--- config.mk ---
export PLATFORM = sky130hd
export DESIGN_NAME = serial_rx
export DESIGN_NICKNAME = d
export VERILOG_FILES = /design/src/rtl/serial_rx.sv
export SDC_FILE = /design/constraint.sdc
export NUM_CORES = 1
export LEC_CHECK = 0
export ABC_CLOCK_PERIOD_IN_PS = 2700
export BUFFER_PORTS_ARGS = -buffer_cell sky130_fd_sc_hd__buf_2
export CORE_UTILIZATION = 61
export DETAILED_ROUTE_END_ITERATION = 8
export PLACE_DENSITY = 0.82
export SYNTH_ARGS = -nofsm -noshare
export SYNTH_HDL_FRONTEND = slang
export SYNTH_SLANG_ARGS = --single-unit
--- constraint.sdc ---
create_clock -name clk -period 2.7 [get_ports clk]
set_input_delay 0.54 -clock clk [delete_from_list [all_inputs] [get_ports clk]]
set_output_delay 0.54 -clock clk [all_outputs]
set_load 0.01 [all_outputs]
--- src/rtl/serial_rx.sv ---
// serial_rx: asynchronous 8N1 serial receiver with baud select,
// single-byte holding register, overrun flag and framing-error pulse.
//
// Ports:
//   clk       - system clock, all state changes on its rising edge
//   reset     - asynchronous active-low reset
//   mode[1:0] - baud select, bit period T = DIV << mode clocks
//   Rxd       - asynchronous serial line, idles high
//   ack       - consumer acknowledge for the held byte
//   dat[7:0]  - last correctly framed received byte
//   valid     - dat holds an unacknowledged byte
//   overrun   - sticky, a new byte overwrote an unacknowledged one
//   frame_err - one-cycle pulse when the sampled stop bit is 0
module serial_rx #(
    parameter int DIV = 1302
) (
    input  logic       clk,
    input  logic       reset,
    input  logic [1:0] mode,
    input  logic       Rxd,
    input  logic       ack,
    output logic [7:0] dat,
    output logic       valid,
    output logic       overrun,
    output logic       frame_err
);

    localparam int TW_MIN = $clog2(DIV * 8 + 1);
    localparam int TW     = (TW_MIN > 15) ? TW_MIN : 15;

    localparam logic [1:0] S_IDLE  = 2'd0;
    localparam logic [1:0] S_START = 2'd1;
    localparam logic [1:0] S_DATA  = 2'd2;
    localparam logic [1:0] S_STOP  = 2'd3;

    logic [1:0]    state_q, state_d;
    logic [TW-1:0] timer_q, timer_d;
    logic [2:0]    idx_q, idx_d;
    logic [1:0]    mode_lat_q, mode_lat_d;
    logic [7:0]    shift_q, shift_d;
    logic [7:0]    dat_q, dat_d;
    logic          valid_q, valid_d;
    logic          overrun_q, overrun_d;
    logic          frame_err_q, frame_err_d;
    logic          rs1_q, rs1_d;
    logic          rs_q, rs_d;
    logic          rs_prev_q, rs_prev_d;

    logic [TW-1:0] t_full;
    logic [TW-1:0] t_half_new;
    logic          good_stop;

    // Full period uses the mode latched at the start edge; the half
    // period is loaded on that same edge, so it uses the live input.
    assign t_full     = TW'(DIV) << mode_lat_q;
    assign t_half_new = (TW'(DIV) << mode) >> 1;

    always_comb begin
        state_d     = state_q;
        timer_d     = timer_q;
        idx_d       = idx_q;
        mode_lat_d  = mode_lat_q;
        shift_d     = shift_q;
        dat_d       = dat_q;
        valid_d     = valid_q;
        overrun_d   = overrun_q;
        frame_err_d = 1'b0;
        good_stop   = 1'b0;
        rs1_d       = Rxd;
        rs_d        = rs1_q;
        rs_prev_d   = rs_q;

        case (state_q)
            S_IDLE: begin
                // Needs a true 1->0 transition; a line stuck low
                // after a bad stop bit never retriggers.
                if (rs_prev_q && !rs_q) begin
                    mode_lat_d = mode;
                    timer_d    = t_half_new - TW'(1);
                    state_d    = S_START;
                end
            end
            S_START: begin
                if (timer_q != '0) begin
                    timer_d = timer_q - TW'(1);
                end else if (!rs_q) begin
                    timer_d = t_full - TW'(1);
                    idx_d   = 3'd0;
                    state_d = S_DATA;
                end else begin
                    state_d = S_IDLE;
                end
            end
            S_DATA: begin
                if (timer_q != '0) begin
                    timer_d = timer_q - TW'(1);
                end else begin
                    shift_d = {rs_q, shift_q[7:1]};
                    timer_d = t_full - TW'(1);
                    idx_d   = idx_q + 3'd1;
                    if (idx_q == 3'd7) begin
                        state_d = S_STOP;
                    end
                end
            end
            default: begin
                if (timer_q != '0) begin
                    timer_d = timer_q - TW'(1);
                end else begin
                    state_d = S_IDLE;
                    if (rs_q) begin
                        good_stop = 1'b1;
                    end else begin
                        frame_err_d = 1'b1;
                    end
                end
            end
        endcase

        // A new byte with a pending unacked one sets overrun; an ack
        // in the same cycle consumes the old byte, so no overrun.
        if (good_stop) begin
            dat_d     = shift_q;
            valid_d   = 1'b1;
            overrun_d = valid_q ? !ack : overrun_q;
        end else if (ack && valid_q) begin
            valid_d   = 1'b0;
            overrun_d = 1'b0;
        end
    end

    always_ff @(posedge clk or negedge reset) begin
        if (!reset) begin
            state_q     <= S_IDLE;
            timer_q     <= '0;
            idx_q       <= 3'd0;
            mode_lat_q  <= 2'd0;
            shift_q     <= 8'h00;
            dat_q       <= 8'h00;
            valid_q     <= 1'b0;
            overrun_q   <= 1'b0;
            frame_err_q <= 1'b0;
            rs1_q       <= 1'b1;
            rs_q        <= 1'b1;
            rs_prev_q   <= 1'b1;
        end else begin
            state_q     <= state_d;
            timer_q     <= timer_d;
            idx_q       <= idx_d;
            mode_lat_q  <= mode_lat_d;
            shift_q     <= shift_d;
            dat_q       <= dat_d;
            valid_q     <= valid_d;
            overrun_q   <= overrun_d;
            frame_err_q <= frame_err_d;
            rs1_q       <= rs1_d;
            rs_q        <= rs_d;
            rs_prev_q   <= rs_prev_d;
        end
    end

    assign dat       = dat_q;
    assign valid     = valid_q;
    assign overrun   = overrun_q;
    assign frame_err = frame_err_q;

endmodule
==> out/metrics.csv <==
metric;value;unit
die_y;70.8;µm
place.port_buffers;16;
period_minus_slack;2.39;ns
fin_skew;0.0109;ns
startpoint_type;flip-flop;
synth_edf_count;0;
cp.arrival;2.61;ns
cts-buffers-inserted;5;
power.total;3.13;mW
nNetsFinal;334;
ant_nets;0;
post_cts_buffers;0;
track_usage;0.272;
multi_input_area;1640;µm²
cts.sinks;44;
slew_violations;0;
ioPinCount;17;
viasPerCell;6.45;
wl_per_cell;17.5;µm
path_class;reg2reg;
vdd_ir_drop_max;0.000697;V
fin_setup_tns;0;ns
hold_violations;0;
grt_antenna_before_repair;0;
min_period_over_period;0.886;
synth_area;2880;µm²
path_max_fanout;11;
worst_pin_slew;0.948;ns
power.density;1010;nW/µm²
post_cts_resized;0;
die_x;70.8;µm
min_path_type;in2reg;
maxCapViolCount;0;
drc;6;
p_sw;1.39;mW
globalRouteOverflowTotal;0;
ys_async_sr_fraction;1.00;
synth_fp_nets;318;
tritoncts;yes;
final-seq-area;1100;µm²
firstDrtPassIters;6;
initialDrtViolationCount;187;
gp_congestion;0.954;
rows;24;
grt_pass1_wl;10.6;mm
clk_latency;0.31;ns
clock_path_buffers;2;
comb_power_share;0.511;
end_kind;flip-flop;
grt_max_degree;45;
violations;DRC;
status;finished, violations left;
htree_levels;2;
crit_required;2.92;ns
syn2layout_area_growth;7.94;%
p_clk_frac;0.166;
power_frac_seq;0.322;
cts-root-buf;clkbuf_8;
fill_cells;347;
grt_pass1_vias;2209;
syn_area_per_cell;10.0;µm²
fp.dieArea;5010;µm²
initial_core_util;0.649;
num_antenna_cells;0;
drt-total-wl;6.25;mm
synth.ff_latch_count;44;
ys_types;63;
cell_internal_pwr;1.74;mW
yosysWarningCount;0;
maxSlewHeadroom;0.368;
fmaxAchievable;418;MHz
clk_pin_slew;0.09;ns
cts_hold_buffers;0;
drive_above_1_share;0.210;
ys_seq_area_frac;0.383;
core-area;4440;µm²
synthCells;288;
synth_ff_type;dfrtp_1;
finalSetupViolCount;0;
rsz0062_at_grt;no;
vias;2302;
power_leakage;1.46;nW
netSwitchingFraction;0.443;
dp_hpwl;4.59;mm
-- layout make-up --
type	count	share of cell area
clock buffer	5	0.0221
clock inverter	3	0.0149
inverter	14	0.0169
tap	52	0.0209
multi-input combinational	216	0.528
timing repair buffer	23	0.0426
sequential	44	0.355
-- final timing paths --
check	startpoint	endpoint	slack [ns]	cells past startpoint
setup / recovery	timer_q[0]	timer_q[1]	0.31	8
hold / removal	Rxd	rs1_q	0.33	1
setup reg to reg	timer_q[0]	timer_q[1]	0.31	8
hold reg to reg	rs1_q	rs_prev_d	0.36	0
max in group asynchronous	reset	mode_lat_q[1]	1.73	1
min in group asynchronous	reset	timer_q[6]	0.37	1
-- synth_stat cells, types with 5 or more instances --
| cell | count | area [µm²] |
|---|---|---|
| dfrtp_1 | 41 | 1030 |
| ha_1 | 24 | 300 |
| nand2_1 | 18 | 67.6 |
| o21ai_0 | 18 | 90.1 |
| mux2_2 | 16 | 180 |
| a21oi_1 | 15 | 75.1 |
| inv_1 | 14 | 52.6 |
| nor2_1 | 10 | 37.5 |
| nand3_1 | 9 | 45.0 |
| a32oi_1 | 7 | 61.3 |
| xnor2_1 | 7 | 61.3 |
| nor3_1 | 6 | 30.0 |
| a211o_1 | 5 | 43.8 |
| clkbuf_1 | 5 | 18.8 |
| nand2b_1 | 5 | 31.3 |
-- state kept, by name, indices dropped and copies added (netlist names), 2 cells and up --
| register | count |
|---|---|
| idx_q | 3 |
| state_q | 2 |
| shift_q | 8 |
| mode_lat_q | 2 |
| dat | 8 |
| timer_q | 15 |
-- placed cells by master (no fill, tap or decap), types with 3 or more instances in the layout --
cell        n
a211o_1     5
a21oi_1    15
a221oi_1    3
a22o_1      4
a2bb2oi_1   4
a32oi_1     7
and2_1      4
buf_2      16
buf_4       7
clkbuf_8    5
dfrtp_1    41
dfstp_2     3
ha_1       24
inv_1      14
mux2_2     16
mux2i_1     3
nand2_1    18
nand2b_1    5
nand3_1     9
nor2_1     10
nor2b_1     3
nor3_1      6
nor4_1      4
nor4b_1     3
o211ai_1    4
o21ai_0    18
or2_2       3
xnor2_1     7
-- critical path: stages (launching register included) --
cell and delay, ns:
dfrtp_1 0.41, inv_1 0.12, ha_1 0.17, nor3b_1 0.31, and4_1 0.48, buf_4 0.25
a32oi_1 0.13, o221a_2 0.26, a21oi_1 0.17
-- metal layers --
metal	wire length [µm]	vias up	global-route usage	share of wire
li1	-	1098	-	-
met5	0	-	0	0
met2	2920	77	0.438	0.47
met3	430	14	0.0513	0.069
met4	148	0	0.100	0.024
met1	2750	1113	0.371	0.44
-- cells by family (layout without fill, tap and decap cells) --
kind of cell    count (synthesis)  count (layout)  share of synthesized area
fa+ha+maj                      24              24                      0.104
flops                          44              44                      0.383
xor+xnor                        8               8                     0.0243
compound gates                 80              80                      0.193
mux                            19              19                     0.0729
buf+inv                        28              45                     0.0473
simple gates                   85              85                      0.175
-- power groups by stage --
| stage | Combinational [mW] | Clock (mW) | Sequential (mW) |
|---|---|---|---|
| finish | 1.60 | 0.520 | 1.01 |
| global route | 1.78 | 0.550 | 1.03 |
| CTS | 1.58 | 0.531 | 1.01 |
| detailed placement | 1.56 | 0 | 1.02 |
| global placement | 1.53 | 0 | 1.01 |
| floorplan | 1.26 | 0 | 0.945 |
-- per-stage QoR --
stage / hold WS (ns) / area [µm²] / cells / utilization / setup slack [ns]
2_1_floorplan: 0.244 / 2880 / 288 / - / 0.781
3_3_place_gp: 0.350 / 3000 / 349 / 0.675 / 0.440
3_5_place_dp: 0.348 / 3000 / 349 / 0.675 / 0.398
4_1_cts: 0.328 / 3110 / 357 / 0.700 / 0.327
5_1_grt: 0.326 / 3110 / 357 / 0.700 / 0.182
6_report: 0.333 / 3110 / 357 / 0.700 / 0.308
(Power assumes the default switching activity.)
